## src/rtl/input_debouncer.sv

```systemverilog
// Multi-channel switch conditioner: two-flop synchroniser, stability filter,
// registered edge pulses and a push-button toggle latch per channel.
module input_debouncer #(
   parameter int CHANNELS      = 5,
   parameter int STABLE_CYCLES = 300000
) (
   input  logic                clock,
   input  logic                reset,
   input  logic [CHANNELS-1:0] raw,
   output logic [CHANNELS-1:0] clean,
   output logic [CHANNELS-1:0] rise,
   output logic [CHANNELS-1:0] fall,
   output logic [CHANNELS-1:0] toggle,
   output logic                any_change
);

   localparam int CNT_W = (STABLE_CYCLES > 2) ? $clog2(STABLE_CYCLES) : 1;
   localparam logic [CNT_W-1:0] TERMINAL = CNT_W'(STABLE_CYCLES - 1);

   logic [CHANNELS-1:0] sync_p0;
   logic [CHANNELS-1:0] sync_p1;
   logic [CHANNELS-1:0] qualify_rise;
   logic [CHANNELS-1:0] qualify_fall;

   // Counter never passes TERMINAL: reaching it either commits the level or a
   // match clears it, so the register cannot wrap.
   function automatic logic [CNT_W-1:0] advance(input logic [CNT_W-1:0] count,
                                                input logic              differs);
      if (!differs || count == TERMINAL) advance = '0;
      else                                advance = count + CNT_W'(1);
   endfunction

   // Stage p0/p1: metastability hardening of the asynchronous switch levels
   always_ff @(posedge clock or posedge reset) begin
      if (reset) begin
         sync_p0 <= '0;
         sync_p1 <= '0;
      end else begin
         sync_p0 <= raw;
         sync_p1 <= sync_p0;
      end
   end

   for (genvar i = 0; i < CHANNELS; i++) begin : g_chan
      logic [CNT_W-1:0] count;
      logic             differs;
      logic             at_terminal;

      assign differs     = sync_p1[i] ^ clean[i];
      assign at_terminal = differs && (count == TERMINAL);

      always_ff @(posedge clock or posedge reset) begin
         if (reset) count <= '0;
         else       count <= advance(count, differs);
      end

      assign qualify_rise[i] = at_terminal &  sync_p1[i];
      assign qualify_fall[i] = at_terminal & ~sync_p1[i];
   end

   // Stage p2: accepted level plus its pulses, all registered together
   always_ff @(posedge clock or posedge reset) begin
      if (reset) begin
         clean      <= '0;
         rise       <= '0;
         fall       <= '0;
         toggle     <= '0;
         any_change <= 1'b0;
      end else begin
         clean      <= clean ^ (qualify_rise | qualify_fall);
         rise       <= qualify_rise;
         fall       <= qualify_fall;
         toggle     <= toggle ^ qualify_rise;
         any_change <= |(qualify_rise | qualify_fall);
      end
   end

endmodule
```

## config.mk

```make
export PLATFORM = sky130hd
export DESIGN_NAME = input_debouncer
export DESIGN_NICKNAME = d
export VERILOG_FILES = /design/src/rtl/input_debouncer.sv
export SDC_FILE = /design/constraint.sdc
export NUM_CORES = 1
export LEC_CHECK = 0
export ABC_AREA = 1
export CORE_MARGIN = 10
export CORE_UTILIZATION = 35
export CTS_BUF_LIST = sky130_fd_sc_hd__clkbuf_4 sky130_fd_sc_hd__clkbuf_8
export DETAILED_ROUTE_END_ITERATION = 10
export GPL_TIMING_DRIVEN = 0
export PLACE_DENSITY = 0.47
export SYNTH_ARGS = -nofsm -noshare
export SYNTH_HDL_FRONTEND = slang
export SYNTH_SLANG_ARGS = --single-unit
```

## constraint.sdc

```tcl
create_clock -name clock -period 10.7 [get_ports clock]
set_clock_uncertainty 0.2 [all_clocks]
set_input_delay 1.605 -clock clock [delete_from_list [all_inputs] [get_ports clock]]
set_output_delay 1.605 -clock clock [all_outputs]
set_load 0.02 [all_outputs]
```

==> Word level (Yosys, flattened, before mapping) <==
Cells that the tools add are included.
{ "totals": {"reg_bits": 126, "latch_bits": 0, "ram_bits": 0, "mem_bits_ro": 0, "input_bits": 7, "out_inout_bits": 21, "wordCells": 66, "mem_count": 0} }
{ "classes": {"add_sub_neg": 5, "n_mul": 0, "div_mod_pow": 0, "order_cmp": 0, "eq_ne": 5, "shifts": 0, "n_mux": 5, "bitwise_logic": 23, "n_reduce_logical": 16} }
{ "ops": {"columns": ["operator", "n"], "rows": [
  ["$add A19 B1 Y19 const B", 5],
  ["$eq A19 B19 Y1 const B", 5],
  ["$mux W19", 5],
  ["$and A1 B1 Y1", 10],
  ["$xor A5 B5 Y5", 2],
  ["$logic_and A1 B1 Y1", 5],
  ["$logic_not A1 Y1", 5],
  ["$logic_or A1 B1 Y1", 5],
  ["$not A1 Y1", 5],
  ["$or A5 B5 Y5", 1],
  ["$reduce_or A5 Y1", 1],
  ["$xor A1 B1 Y1", 5]
]} }

==> Logic depth before layout (Yosys ltp) <==
Gate-level depths: netlist (run 1).
{ "depth": {"ltp_word": 5, "ltp_mapped": 11, "mapped_depth_nobuf": 11} }

==> Worst setup path after synthesis (run 1) <==
OpenSTA, ideal clock, no wires.
{ "synth_path": {"path_type": "reg2out", "from": "reg with a tool-made name", "to": "out clean[0]", "arrival_ps": 452, "required_time_ps": 8895, "path_slack_ps": 8443, "stages_incl_launch_ff": 1, "path_buffers": 0, "path_cell_list": "dfrtp_1"} }
{ "synth_lines": {"columns": ["element", "line_no", "text"], "rows": [
  ["end, declared", "10", "output logic [CHANNELS-1:0] clean,"]
]} }

==> Worst setup path in the final report (run 1) <==
{ "layout_path": {"from": "reg toggle[3]", "to": "out toggle[3]"} }
{ "layout_lines": {"columns": ["element", "line_no", "text"], "rows": [
  ["start, declared", "13", "output logic [CHANNELS-1:0] toggle,"],
  ["start signal, assigned", "73", "toggle <= toggle ^ qualify_rise;"]
]} }
No word-level cell between the ends.

==> results of run 1 <==
==> worst paths after layout <==
| kind | cells past startpoint | start | end |
|---|---|---|---|
| worst min register to register | 0 | sync_p0[0]$_DFF_PP0_ | sync_p1[0]$_DFF_PP0_ |
| worst max-delay path | 1 | toggle[3]$_DFF_PP0_ | toggle[3] |
| max in group asynchronous | 3 | reset | g_chan[4].count[6]$_DFF_PP0_ |
| min in group asynchronous | 2 | reset | g_chan[2].count[15]$_DFF_PP0_ |
| worst max register to register | 8 | g_chan[0].count[0]$_DFF_PP0_ | g_chan[0].count[4]$_DFF_PP0_ |
| worst min-delay path | 0 | sync_p0[0]$_DFF_PP0_ | sync_p1[0]$_DFF_PP0_ |
==> flip-flops by register name, summed over array words and instances, names as in the netlist, named ones only <==
register / count
g_chan.count: 95
sync_p0: 5
rise: 5
fall: 5
sync_p1: 5
any_change: 1
toggle: 5
==> per-layer routing <==
layer | share of wire [%] | global-route usage (%) | vias up | wire, um
met2 | 48 | 20.08 | 66 | 6456
met3 | 4.2 | 3.584 | 15 | 565
met4 | 1.8 | 4.721 | 0 | 240
met5 | 0 | 0 | - | 0
li1 | - | - | 2571 | -
met1 | 46 | 13.93 | 2387 | 6157
==> metrics by stage <==
stage          instances  worst slack (ns)  area, um2
6_report            1077             7.455       7440
3_3_place_gp        1046             3.538       7025
4_1_cts             1077             7.408       7440
3_5_place_dp        1047             7.669       7058
5_1_grt             1077             7.337       7440
2_1_floorplan        790             5.539       6469
==> final cells by class <==
cell class	instances	area (um2)	share of cell area [%]
Multi-Input combinational cell	561	2882	38.73
Tap cell	229	286.5	3.851
Clock inverter	6	57.56	0.7736
Sequential cell	126	3153	42.38
Inverter	98	372.9	5.012
Buffer	5	66.31	0.8914
Timing Repair Buffer	28	297.8	4.003
Clock buffer	24	324.1	4.356
==> synth_stat cells (all sizes together), types with 4 or more instances <==
cell type,count,area [um2]
ha,5,62.56
nand4,20,146.4
nor3b,4,35.03
dfrtp,126,3153
buf,5,66.31
nand2,173,701.9
nand3,43,245.2
nor3,32,181.4
inv,98,367.8
nor2,200,905.9
o21ai,9,52.55
xnor2,13,113.9
a21oi,21,105.1
xor2,26,227.7
==> power by group <==
part           internal (mW)  switching, mW
sequential             0.483        0.00484
clock                  0.219          0.180
combinational         0.0118         0.0255
total                  0.714          0.210
==> logic make-up after synthesis <==
group / synth area share (%)
AO/OA/AOI/OAI: 3.307
XOR/XNOR: 5.281
adder cells (fa/ha/maj): 0.9671
buffers and inverters: 6.712
flip-flops: 48.74
AND/OR/NAND/NOR: 34.99
==> out/metrics.yaml, run 1 <==
postCtsSetupBuffers: 0
postSynth.topFlopCell: "sky130_fd_sc_hd__dfrtp_1"
routedWlPerCell_um: 12.46
worst_skew_pair.late_latency_ns: 0.44
crit_path_cell_trace: "clkdlybuf4s50_1"
design.portCount: 28
io_buffers: 27
vdd.ir_drop.worst_v: 0.00006706
cap_viol_max_count: 0
worst_setup_path_end_kind: "output pin"
dp_hpwl_mm: 9.762
hold_path.class: "reg -> reg"
timing.max_slew.rel_slack_pct: 67.24
final_common_cell: "sky130_fd_sc_hd__nand2_1"
rsz0062_at_grt: "no"
worst-endpoint-required_ns: 8.90
worst-setup-path-type: "reg -> out"
cp.buffers_inverters: 1
overflow: 0
worstSetupStartpointType: "flip-flop"
final_period_minus_worst_setup_slack_ns: 3.245
detailedRoute.firstPassIterationCount: 4
hold_violations: 0
tritoncts: "done"
initial_utilization_pct: 35.77
grt_pass1_wl_mm: 23.77
cpLargestDelayFamily: "buffers and inverters"
cts-buffers-inserted: 17
run_status: "finished clean"
area.growth.synth_to_final_pct: 15.01
cts_sinks: 126
place_congestion: 0.8624
share_of_the_cycle_needed_by_the_critical_path_after_routing_pct: 30.33
power_per_cell_area_mw_per_mm2: 124.2
synth.net_count: 802
synth-seq-cells: 126
report.final.setup_viol: 0
yosys_warnings: 0
hold_buffers: 0
post_layout_power_mw: 0.9238
htree_num_levels: 4
dieArea_mm2: 0.02432
post_synth_instance_area_mm2: 0.006469
cts.clk_slew.worst_paths_ns: 0.07
fillCellCount: 1845
first_global_vias: 5073
final.setup.tns_ns: 0
max_slew.worst_pin.slew_ns: 0.4897
core_area_mm2: 0.01809
slowest_delay_ns: 0.63
total_grt_usage_pct: 11.92
share_of_synthesized_area_occupied_by_flip_flops_and_latches_pct: 48.74
totalWireLength_mm: 13.42
share_of_flip_flops_with_an_asynchronous_set_or_reset_pct: 100.0
via_count: 5039
syn-mean-instance-area_um2: 8.188
synth-edff-count: 0
cts_root_buf: "sky130_fd_sc_hd__clkbuf_8"
path_max_fanout: 3
yosysUniqueCellTypes: 36
cellLeakagePower_nw: 3.222
die_y_um: 156.0
drtIter0Drc: 304
final_cell_mix: "sky130_fd_sc_hd__nand2_1 (160), sky130_fd_sc_hd__nor2_1 (158), sky130_fd_sc_hd__dfrtp_1 (126)"
layout_cells_sized_above_1_pct: 12.85
antenna_diode_instance_count: 0
cts-resized-gates: 0
pin_count_of_the_biggest_net_entering_global_routing: 89
post-route-util_pct: 41.13
worstPathArrival_ns: 1.44
timing_max_transition_violations_final: 0
num_rows: 49
clock_tree.buffer_depth: 2
max_clock_freq_mhz: 308.2
horizontal_die_dimension_um: 156.0
antenna_left: 0
grt_antenna_before_repair: 0
fin_worst_hold_slack_ns: 0.1503
post_synth_inst_count: 790
detail_route.drc_violations: 0
regToRegSetupSlack_ns: 8.70
crit_path_top_delay_cell: "sky130_fd_sc_hd__clkdlybuf4s50_1"
layout.nets: 849
drt-vias-per-instance: 4.679
Power figures use the tool's default switching activity.
==> inputs of run 2 (changes only) <==
==> constraint.sdc (replaced) <==
create_clock -name clock -period 3 [get_ports clock]
set_clock_uncertainty 0.2 [all_clocks]
set_input_delay 0.45 -clock clock [delete_from_list [all_inputs] [get_ports clock]]
set_output_delay 0.45 -clock clock [all_outputs]
set_load 0.02 [all_outputs]
==> run 2 against run 1 <==
Net effect: combinational power rose to 3.8 times the previous value; first-iteration DRC count down 16%; cell area is 2.3% higher; count of clock-buffer cells in the layout fell by 2; critical path type unchanged; critical path depth did not move; worst hold slack improved by 0.0027 ns; largest cell class unchanged; total power rose to 4.0 times the previous value; critical endpoint is now clean[2]; register-to-register slack worse by 7.7 ns.
==> out/metrics.yaml, run 2 (synthesized netlist as in run 1, its figures left out) <==
area.growth.synth_to_final_pct: 17.68
hold_violations: 0
share_clk_of_total_power_pct: 49.6
io_buffers: 27
registers.top_by_ff_count: "g_chan.count"
worst_skew_pair.late_latency_ns: 0.45
drtIter0Drc: 255
layout_cells_sized_above_1_pct: 13.36
share_of_the_cycle_needed_by_the_critical_path_after_routing_pct: 70.03
grt_most_used_layer: "met2"
cts_sinks: 126
drt-vias-per-instance: 4.604
timing.hold.worst_path_depth: 0
overflow: 0
totalWireLength_mm: 13.33
routedWlPerCell_um: 12.32
core_area_mm2: 0.01809
timing.max_slew.rel_slack_pct: 68.70
initial_utilization_pct: 35.77
grtUsageMet3_pct: 3.446
worst-setup-path-type: "reg -> out"
post_layout_power_mw: 3.725
antenna_left: 0
postLayoutCellArea_mm2: 0.007612
largest_register_ffs: 95
seqPwrFrac_pct: 46.7
postCtsSetupBuffers: 0
total_grt_usage_pct: 12.02
cts_root_buf: "sky130_fd_sc_hd__clkbuf_8"
first_global_vias: 5109
timing.reg2reg.worst_path_depth: 8
layout.nets: 852
vdd.ir_drop.worst_v: 0.0002632
worstSetupStartpointType: "flip-flop"
placed_cell_area_mm2: 0.007109
design.portCount: 28
report.final.setup_viol: 0
pin_count_of_the_biggest_net_entering_global_routing: 41
p_sw_mw: 0.7852
dp.cells: 1050
antenna_diode_instance_count: 0
crit_path_cell_trace: "clkdlybuf4s50_1"
cts.clk_slew.worst_paths_ns: 0.07
cts-buffers-inserted: 17
timing.critical_path.depth: 1
grt_pass1_wl_mm: 24.03
detailedRoute.firstPassIterationCount: 5
die_y_um: 156.0
netSwitchingFraction_pct: 21.08
worst_setup_path_end_kind: "output pin"
clock_tree.buffer_depth: 2
max_clock_freq_mhz: 476.0
final_period_minus_worst_setup_slack_ns: 2.101
num_rows: 49
via_count: 4981
instances_no_fill: 1082
power_per_cell_area_mw_per_mm2: 489.4
place_congestion: 0.8830
htree_num_levels: 4
dp_hpwl_mm: 9.956
timing_max_transition_violations_final: 0
fin_worst_hold_slack_ns: 0.1530
run_status: "finished clean"
slowest_delay_ns: 0.63
internal_power_mw: 2.940
hold_path.class: "reg -> reg"
hold_buffers: 0
grt_antenna_before_repair: 0
cp.buffers_inverters: 1
power.share.combinational_pct: 3.8
detailedPlace.worstSlack_ns: 1.040
detail_route.drc_violations: 0
grtUsageMet1_pct: 14.60
final_cell_mix: "sky130_fd_sc_hd__nand2_1 (160), sky130_fd_sc_hd__nor2_1 (158), sky130_fd_sc_hd__dfrtp_1 (126)"
final_common_cell: "sky130_fd_sc_hd__nand2_1"
cts-resized-gates: 0
crit_path_top_delay_cell: "sky130_fd_sc_hd__clkdlybuf4s50_1"
rsz0062_at_grt: "no"
path_max_fanout: 4
horizontal_die_dimension_um: 156.0
cellLeakagePower_nw: 3.295
grtUsageMet2_pct: 19.71
tritoncts: "done"
setup_ws_ns: 0.8992
max_slew.worst_pin.slew_ns: 0.4677
worst-endpoint-required_ns: 2.35
dieArea_mm2: 0.02432
cap_viol_max_count: 0
cpLargestDelayFamily: "buffers and inverters"
worstPathArrival_ns: 1.45
==> run 2: changes by cell type in the layout (fill, tap and decap cells not counted) <==
cell	change
sky130_fd_sc_hd__inv_6	-1
sky130_fd_sc_hd__clkbuf_8	-2
sky130_fd_sc_hd__clkinvlp_4	+1
sky130_fd_sc_hd__buf_12	+4
sky130_fd_sc_hd__buf_16	-1
sky130_fd_sc_hd__clkinv_4	+1
sky130_fd_sc_hd__clkinv_2	-2
sky130_fd_sc_hd__bufinv_16	+5
==> run 2: worst paths after layout <==
path                       slack (ns)                       endpoint                         start
setup / recovery                 0.90                       clean[2]                     flip-flop
setup reg to reg                 1.03   g_chan[0].count[4]$_DFF_PP0_  g_chan[0].count[0]$_DFF_PP0_
hold / removal                   0.15           sync_p1[0]$_DFF_PP0_          sync_p0[0]$_DFF_PP0_
min in group asynchronous        0.20  g_chan[1].count[18]$_DFF_PP0_                         reset
max in group asynchronous        1.76  g_chan[0].count[15]$_DFF_PP0_                         reset
hold reg to reg                  0.15           sync_p1[0]$_DFF_PP0_          sync_p0[0]$_DFF_PP0_
==> run 2: power by group through the flow <==
| stage | Sequential, mW | Combinational [mW] | Clock (mW) |
|---|---|---|---|
| after floorplan | 1.77 | 0.0962 | 0 |
| after global placement | 1.77 | 0.132 | 0 |
| after detailed placement | 1.77 | 0.147 | 0 |
| after CTS | 1.74 | 0.148 | 1.91 |
| after global routing | 1.74 | 0.164 | 1.99 |
| final | 1.74 | 0.141 | 1.85 |
==> run 2: cell type report <==
| type | count | area [um2] |
|---|---|---|
| inverters | 98 | 371.6 |
| clock buffers | 22 | 296.5 |
| repair buffers | 31 | 350.3 |
| clock inverters | 10 | 206.4 |
| well taps | 229 | 286.5 |
| flip-flops and latches | 126 | 3153 |
| plain buffers | 5 | 66.31 |
| multi-input cells | 561 | 2882 |
| fillers | 1788 | 10470 |
==> run 2: metal layers <==
layer	wire length, um	share of wire, %
met2	6401	48
met3	482	3.6
met4	244	1.8
met5	0	0
met1	6202	47
==> run 2: per-stage QoR <==
step | TNS (ns) | util, %
floorplan | 0 | -
detailed placement | 0 | 39.31
global placement | -59.84 | 38.87
CTS | 0 | 42.09
global route | 0 | 42.09
finish | 0 | 42.09
==> variant (flow settings as in run 2) <==
Register the output `toggle` once more; this adds one clock of latency there. The other outputs are not delayed to match. Comments in the files are not updated.
--- a/src/rtl/input_debouncer.sv
+++ b/src/rtl/input_debouncer.sv
@@ -17,4 +17,6 @@
    localparam int CNT_W = (STABLE_CYCLES > 2) ? $clog2(STABLE_CYCLES) : 1;
    localparam logic [CNT_W-1:0] TERMINAL = CNT_W'(STABLE_CYCLES - 1);
+
+   logic [CHANNELS-1:0] toggle_s0;
 
    logic [CHANNELS-1:0] sync_p0;
@@ -65,5 +67,5 @@
          rise       <= '0;
          fall       <= '0;
-         toggle     <= '0;
+         toggle_s0  <= '0;
          any_change <= 1'b0;
       end else begin
@@ -71,8 +73,12 @@
          rise       <= qualify_rise;
          fall       <= qualify_fall;
-         toggle     <= toggle ^ qualify_rise;
+         toggle_s0  <= toggle_s0 ^ qualify_rise;
          any_change <= |(qualify_rise | qualify_fall);
       end
    end
 
+   always_ff @(posedge clock) begin
+      toggle <= toggle_s0;
+   end
+
 endmodule
Check against the original RTL: no difference found for any inputs over 10 cycles, from zero or initial values and one cycle with reset high; that may be too few to reach the edited logic, so the function may still have changed.
==> variant against run 2 <==
- total power shrank 6.3%
- sequential cell count grew 5
- area after synthesis rose by 1.5%
- routed wire length rose by 2.7%
- die area rose by 1.3%
- cell area hardly changed
- synthesized cell count is 0.63% higher
- worst setup slack lost 37 ps
- largest power group is now sequential cells
- highest routed layer unchanged
==> variant: results (changes against run 2) <==
[clocking]
ctsHoldBuffers=0  ; unchanged
post_cts_resized=0  ; unchanged
clk_path_buf_depth=2  ; unchanged
cts_setup_buffers=0  ; unchanged
clk_pin_slew_ps=80

[status]
status=complete, no violations

[routing]
met1_length_mm=6.436  ; +3.8%
vias=5032  ; +1.0%
drtPass1Iterations=4  ; -1
drt_first_iter_violations=178  ; -30%
wl_met3_um=454  ; -5.8%
met2_length_mm=6.533  ; +2.1%
wl_mm=13.68  ; +2.7%

[logic_synthesis]
synthXorXnorAreaFrac_pct=5.200  ; -0.080 points
ys_types=37  ; +2.8%
synth-compound-area-share_pct=3.257  ; -0.050 points
ys_async_sr_fraction_pct=96.18  ; -3.8 points
synth.top_cells.by_count=nand2_1, nor2_1, dfrtp_1
synthesis.nets=807  ; +0.62%
synthAdderAreaFrac_pct=0.9524  ; -0.015 points
seq_area_frac_synth_pct=49.52  ; +0.78 points
muxShareOfSynthArea_pct=0  ; unchanged
yosys-top-cells-area=dfrtp_1, nand2_1, nor2_1, inv_1, xor2_1

[layout]
regMostFlops=g_chan.count
fillCellCount=1904  ; +6.5%
nNetsFinal=856  ; +0.47%
drive_gt1_share_pct=13.19  ; -0.18 points
largest_register_ff_count=95  ; unchanged

[timing]
slew_headroom_pct=44.74  ; -24 points

[placement]
detailedPlace.worstSlack_ps=793.3  ; -246.4 ps
hpwlAfterDp_mm=10.25  ; +3.0%
finalWeightedCongestion=0.8513  ; -3.6%

[power_and_ir_drop]
p_leak_nw=3.271  ; -0.74%
switching_share_pct=23.84  ; +2.8 points
ir_worst_vdd_v=0.0002447  ; -7.0%

[global_routing]
grt_pass1_wl_mm=24.42  ; +1.6%
grt_pass1_vias=5216  ; +2.1%
grt_start_max_net_pins=39  ; -4.9%
groute.usage.overall_pct=12.17  ; +0.14 points

[critical_path]
r2r_cells=7  ; -1
crit_arrival_ps=1490  ; +40 ps

variant: changes by cell type after synthesis:
cell | before | now
dfxtp_1 | 0 | 5
variant: kinds of logic after synthesis:
| kind of cell | count (synthesis) |
|---|---|
| flip-flops | 131 |
| XOR/XNOR | 39 |
| buffers and inverters | 103 |
| AND/OR/NAND/NOR | 479 |
| AO/OA/AOI/OAI | 38 |
| adder cells (fa/ha/maj) | 5 |
variant: final timing paths:
kind	to	slack, ps	from
setup / recovery	clean[0]	860	flop
hold / removal	sync_p1[1]	150	sync_p0[1]
setup reg to reg	g_chan[4].count[15]	1070	g_chan[4].count[0]
hold reg to reg	sync_p1[1]	150	sync_p0[1]
max in group asynchronous	g_chan[3].count[14]	1360	reset
min in group asynchronous	toggle_s0[4]	320	reset
variant: worst register-to-register path: stages (launching register included):
cell and delay [ps]:
dfrtp_1 390, ha_1 280, nand4_2 180, nor3_4 270, nand2_4 130, nand2_4 150
buf_12 160, nor2_2 50
variant: per-layer routing:
metal / global-route usage (%) / vias up
met2: 19.97 / 54
met3: 3.466 / 22
met5: 0 / -
met1: 14.76 / 2364
li1: - / 2592
met4: 4.764 / 0
variant: area by class of cell:
class                      count  area [µm²]  share of cell area (%)
sequential                   131        3253                   42.75
multi-input combinational    561        2882                   37.87
inverter                      98       371.6                   4.883
timing repair buffer          30       337.8                   4.439
tap                          234       292.8                   3.847
clock buffer                  18       241.5                   3.173
clock inverter                14       165.2                   2.170
buffer                         5       66.31                  0.8714
variant: power groups by stage:
stage / combinational (mW) / clock (mW) / sequential [mW]
global route: 0.161 / 1.68 / 1.81
CTS: 0.146 / 1.61 / 1.80
detailed placement: 0.146 / 0 / 1.84
floorplan: 0.0962 / 0 / 1.83
finish: 0.140 / 1.55 / 1.80
global placement: 0.132 / 0 / 1.84
variant: stage by stage:
| stage | cell area (µm²) | setup TNS, ps | power, mW | std cells |
|---|---|---|---|---|
| floorplan | 6573 | 0 | 1.931 | 795 |
| detailed placement | 7203 | 0 | 1.985 | 1059 |
| CTS | 7610 | 0 | 3.562 | 1091 |
| global route | 7610 | 0 | 3.652 | 1091 |
| finish | 7610 | 0 | 3.492 | 1091 |
| global placement | 7136 | -57790 | 1.971 | 1056 |
